## src/rtl/ccx_mem_arbiter.sv

```systemverilog
// Two-requester arbiter sharing one memory target between fetch (m0) and
// data (m1) buses. Ports: g_clk/g_reset, m0_*/m1_* requester buses
// (req, rtype, wen, addr, strb, wdata, prv in; gnt, err, rdata out) and
// the downstream s_* request bus with s_gnt/s_err/s_rdata coming back.
module ccx_mem_arbiter #(
    parameter int AW        = 39,
    parameter int DW        = 64,
    parameter int PRIO_MODE = 0
) (
    input  logic            g_clk,
    input  logic            g_reset,
    input  logic            m0_req,
    input  logic            m0_rtype,
    input  logic            m0_wen,
    input  logic [AW-1:0]   m0_addr,
    input  logic [DW/8-1:0] m0_strb,
    input  logic [DW-1:0]   m0_wdata,
    input  logic [1:0]      m0_prv,
    output logic            m0_gnt,
    output logic            m0_err,
    output logic [DW-1:0]   m0_rdata,
    input  logic            m1_req,
    input  logic            m1_rtype,
    input  logic            m1_wen,
    input  logic [AW-1:0]   m1_addr,
    input  logic [DW/8-1:0] m1_strb,
    input  logic [DW-1:0]   m1_wdata,
    input  logic [1:0]      m1_prv,
    output logic            m1_gnt,
    output logic            m1_err,
    output logic [DW-1:0]   m1_rdata,
    output logic            s_req,
    output logic            s_rtype,
    output logic            s_wen,
    output logic [AW-1:0]   s_addr,
    output logic [DW/8-1:0] s_strb,
    output logic [DW-1:0]   s_wdata,
    output logic [1:0]      s_prv,
    input  logic            s_gnt,
    input  logic            s_err,
    input  logic [DW-1:0]   s_rdata
);

    typedef enum logic [1:0] {
        IDLE,
        LOCK0,
        LOCK1
    } state_t;

    state_t state;
    state_t state_nxt;

    logic last_win;
    logic rsp_vld;
    logic rsp_own;
    logic sel;
    logic sel_vld;
    logic grant;

    always_comb begin
        sel       = 1'b0;
        sel_vld   = 1'b0;
        state_nxt = state;
        unique case (state)
            IDLE: begin
                if (m0_req && m1_req) begin
                    sel = (PRIO_MODE != 0) ? 1'b1 : ~last_win;
                end else begin
                    sel = m1_req;
                end
                sel_vld = m0_req | m1_req;
            end
            LOCK0: begin
                sel     = 1'b0;
                sel_vld = m0_req;
            end
            LOCK1: begin
                sel     = 1'b1;
                sel_vld = m1_req;
            end
            default: begin
                sel     = 1'b0;
                sel_vld = 1'b0;
            end
        endcase
        // Reset must silence the bus immediately, not at the next edge.
        if (g_reset) begin
            sel_vld = 1'b0;
        end
        grant = sel_vld & s_gnt;
        // A dropped locked request (abort) also falls back to IDLE.
        if (grant || !sel_vld) begin
            state_nxt = IDLE;
        end else begin
            state_nxt = sel ? LOCK1 : LOCK0;
        end
    end

    assign s_req   = sel_vld;
    assign s_rtype = sel_vld & (sel ? m1_rtype : m0_rtype);
    assign s_wen   = sel_vld & (sel ? m1_wen : m0_wen);
    assign s_addr  = sel_vld ? (sel ? m1_addr : m0_addr) : '0;
    assign s_strb  = sel_vld ? (sel ? m1_strb : m0_strb) : '0;
    assign s_wdata = sel_vld ? (sel ? m1_wdata : m0_wdata) : '0;
    assign s_prv   = sel_vld ? (sel ? m1_prv : m0_prv) : '0;

    assign m0_gnt = grant & ~sel;
    assign m1_gnt = grant & sel;

    assign m0_rdata = (rsp_vld & ~rsp_own) ? s_rdata : '0;
    assign m1_rdata = (rsp_vld & rsp_own) ? s_rdata : '0;
    assign m0_err   = rsp_vld & ~rsp_own & s_err;
    assign m1_err   = rsp_vld & rsp_own & s_err;

    always_ff @(posedge g_clk or posedge g_reset) begin
        if (g_reset) begin
            state    <= IDLE;
            last_win <= 1'b1;
            rsp_vld  <= 1'b0;
            rsp_own  <= 1'b0;
        end else begin
            state   <= state_nxt;
            rsp_vld <= grant;
            if (grant) begin
                last_win <= sel;
                rsp_own  <= sel;
            end
        end
    end

endmodule
```

## config.mk

```make
export PLATFORM = sky130hd
export DESIGN_NAME = ccx_mem_arbiter
export DESIGN_NICKNAME = d
export VERILOG_FILES = /design/src/rtl/ccx_mem_arbiter.sv
export SDC_FILE = /design/constraint.sdc
export NUM_CORES = 1
export LEC_CHECK = 0
export BUFFER_PORTS_ARGS = -buffer_cell sky130_fd_sc_hd__buf_2
export CAP_MARGIN = 40
export CORE_AREA = 8 8 205 207
export DETAILED_ROUTE_END_ITERATION = 8
export DIE_AREA = 0 0 213 215
export GPL_ROUTABILITY_DRIVEN = 0
export GPL_TIMING_DRIVEN = 1
export PLACE_DENSITY = 0.32
export SYNTH_ARGS = -nofsm -noshare
export SYNTH_HDL_FRONTEND = slang
export SYNTH_SLANG_ARGS = --single-unit
```

## constraint.sdc

```tcl
create_clock -name g_clk -period 1.7 [get_ports g_clk]
set_input_delay 0.34 -clock g_clk [delete_from_list [all_inputs] [get_ports g_clk]]
set_output_delay 0.34 -clock g_clk [all_outputs]
set_load 0.05 [all_outputs]
```

==> metrics.txt <==
Period minus WS final 2.24 ns; layout cell share with drive strength beyond 1 0.817; final hold viol count 0; detailed placer's ending HPWL 27800 um; Worst VDD drop 0.401 mV; Peak Freq 446 MHz; Yosys top cell area share 0.242; Die Area 0.0458 mm^2; Netlist Area Pre-Place 0.00357 mm^2; Reg power frac 0.023; largest cells by area after synthesis o211ai_1, a21oi_1, o21ai_0; Req. time, crit path 1.36 ns; routed vias/inst 4.33; Internal 3.31 mW; via count 7483; fin cells 1728; initial antenna violation count 6; Max clock buf depth 2; status finished with violations; R2R setup slack -0.04 ns; Slew @ Worst Pin 0.367 ns; maximum number of pins on one net before global-route repair 48; setup slack after layout -0.542 ns; I/O pins 548; share of synthesized registers carrying an async set or reset 1.00; CP Launch Type register; crit path DAT 1.90 ns; Post-synth EDFFs 0; H-tree levels 1; Synth Net Count 893; Avg WL per Cell 24.0 um; Hold Crit Class input pin to async pin; Max Cap Viol 0; Synth Register Bits 5; row count 73; count of final setup violators 184; CTS Buf Count 3; kind of critical path register to primary output; clock sinks 5; later-pin clock latency in the skew report 0.23 ns; Pwr per Cell Area 556 mW/mm^2; setup TNS -62.36 ns; initial drt markers 324; Syn Inst Count 593; fin crit share 1.32; clock power share 0.055; average size of a mapped cell 6.02 um^2; die height 215 um; Buffers on Ports 547; Die W 213 um; Primary FF master, synth dfrtp_1; RSZ-0062 raised after global routing yes; failing checks setup timing; overall routed net length 41500 um; Post-DRT Antenna Nets 0; Pwr Total 7.15 mW; relative slew slack 0.754; first-pass GRT wire length 54700 um; vias in the first global route 7942; dominant cell type by area after synthesis o211ai_1; placed cells 1648; Initial Util 0.0915; Final nets 1502; sw power 3.84 mW; Root Driver clkbuf_16; Layout area overhead 260%; Final Skew 0.00221 ns; Initial DRT Pass Iterations 4; GRT overflow 0; Core ar. 0.0390 mm^2; combinational power share 0.922; CTS tree yes; Worst-path clk slew 0.03 ns; sequential fraction of the synthesis area 0.0354; Remaining DRCs 0; Lkg Pwr 5.44 nW; switching fraction of total power 0.538; CP Capture Type primary output; warning count from the yosys run 0; Tot GR Track Use 0.156; Critical Path Fanout Max 6; post-synthesis cell type count 28; final slew viol count 0
-- kinds of logic (layout without fill, tap and decap cells) --
group,after synthesis,in the layout,share of synthesized area
compound gates,349,349,0.582
buf+inv,98,706,0.129
flops,5,5,0.0354
mux,2,2,0.00631
other cells,0,2,0
simple gates,139,139,0.247
-- state kept, by name, summed over array words and instances, names as in the netlist --
register / count
rsp_vld: 1
rsp_own: 1
last_win: 1
state: 2
-- synthesized netlist by cell type, types with 2 or more instances --
master	n
buf_1	3
nor2b_1	2
inv_1	2
and3_1	65
o211ai_1	115
o21ai_0	86
clkbuf_2	8
mux2_2	2
dfrtp_1	4
buf_4	4
a21oi_1	115
buf_6	7
o21ai_1	29
clkbuf_1	60
buf_2	13
and2_1	66
-- cell type report --
cell class                 count  area, um^2
clock buffer                   4        78.8
sequential                     5         133
fill                        4127       26100
tap                          525         657
antenna                        2        5.00
timing repair buffer         699        7000
inverter                       3        17.5
multi-input combinational    490        4970
-- placed cells by master, fill, tap and decap left out, types with 2 or more instances in the layout --
cell type,n
and2_4,66
buf_12,60
buf_2,300
o21ai_0,3
clkbuf_16,14
mux2_4,2
dfrtp_2,2
buf_6,107
a21oi_2,20
a21oi_1,2
o21ai_4,48
o211ai_1,115
and3_1,63
buf_16,16
o21ai_1,32
a21oi_4,93
diode_2,2
and3_4,2
o21ai_2,33
buf_4,92
buf_8,112
nor2b_4,3
-- power groups by stage --
stage                     sequential, mW  clock [mW]  combinational (mW)
after floorplan                    0.157           0                3.08
after global placement             0.172           0                4.59
after detailed placement           0.171           0                4.56
after CTS                          0.176       0.393                5.97
after global routing               0.170       0.402                6.88
final                              0.168       0.391                6.59
-- path summary, 6_finish.rpt --
check	startpoint	to	cells past startpoint
min in group g_clk	s_gnt	state[1]	2
hold reg to reg	last_win	last_win	2
setup / recovery	state[1]	s_strb[2]	9
setup reg to reg	state[1]	rsp_own	8
hold / removal	g_reset	state[0]	3
max in group asynchronous	g_reset	last_win	3
-- routing by layer --
metal  routed length [um]  part of all wire  vias to the layer above  track usage
li1                     -                 -                     3480            -
met1                16500              0.40                     3613        0.187
met3                 3320             0.080                       55       0.0464
met5                   51            0.0012                        -            0
met4                  784             0.019                        8       0.0212
met2                20800              0.50                      327        0.275
-- through the flow --
| step | util | instance area (um^2) | setup slack [ns] | hold slack [ns] |
|---|---|---|---|---|
| finish | 0.330 | 12900 | -0.542 | 0.144 |
| global route | 0.330 | 12900 | -0.591 | 0.169 |
| CTS | 0.303 | 11800 | -0.605 | 0.149 |
| detailed placement | 0.230 | 8970 | -0.442 | 0.388 |
| global placement | 0.230 | 8970 | -0.420 | 0.393 |
| floorplan | - | 4980 | -0.489 | 0.157 |
-- worst max-delay path: stages (launching register included) --
cell      delay (ns)
dfrtp_4         0.46
buf_6           0.13
o21bai_4        0.12
buf_12          0.16
buf_12          0.14
buf_16          0.15
buf_12          0.11
o21ai_4         0.05
a21oi_4         0.16
buf_8           0.16
-- what timing repair did --
action,in CTS,in global routing
pin swaps,68,65
hold buffers,0,0
setup buffers,32,16
gates resized for setup,635,222
endpoints found under the setup margin,248,239
endpoints found under the hold margin,0,0
gates cloned,21,18
Note: power is estimated with default switching activity, not from simulation.
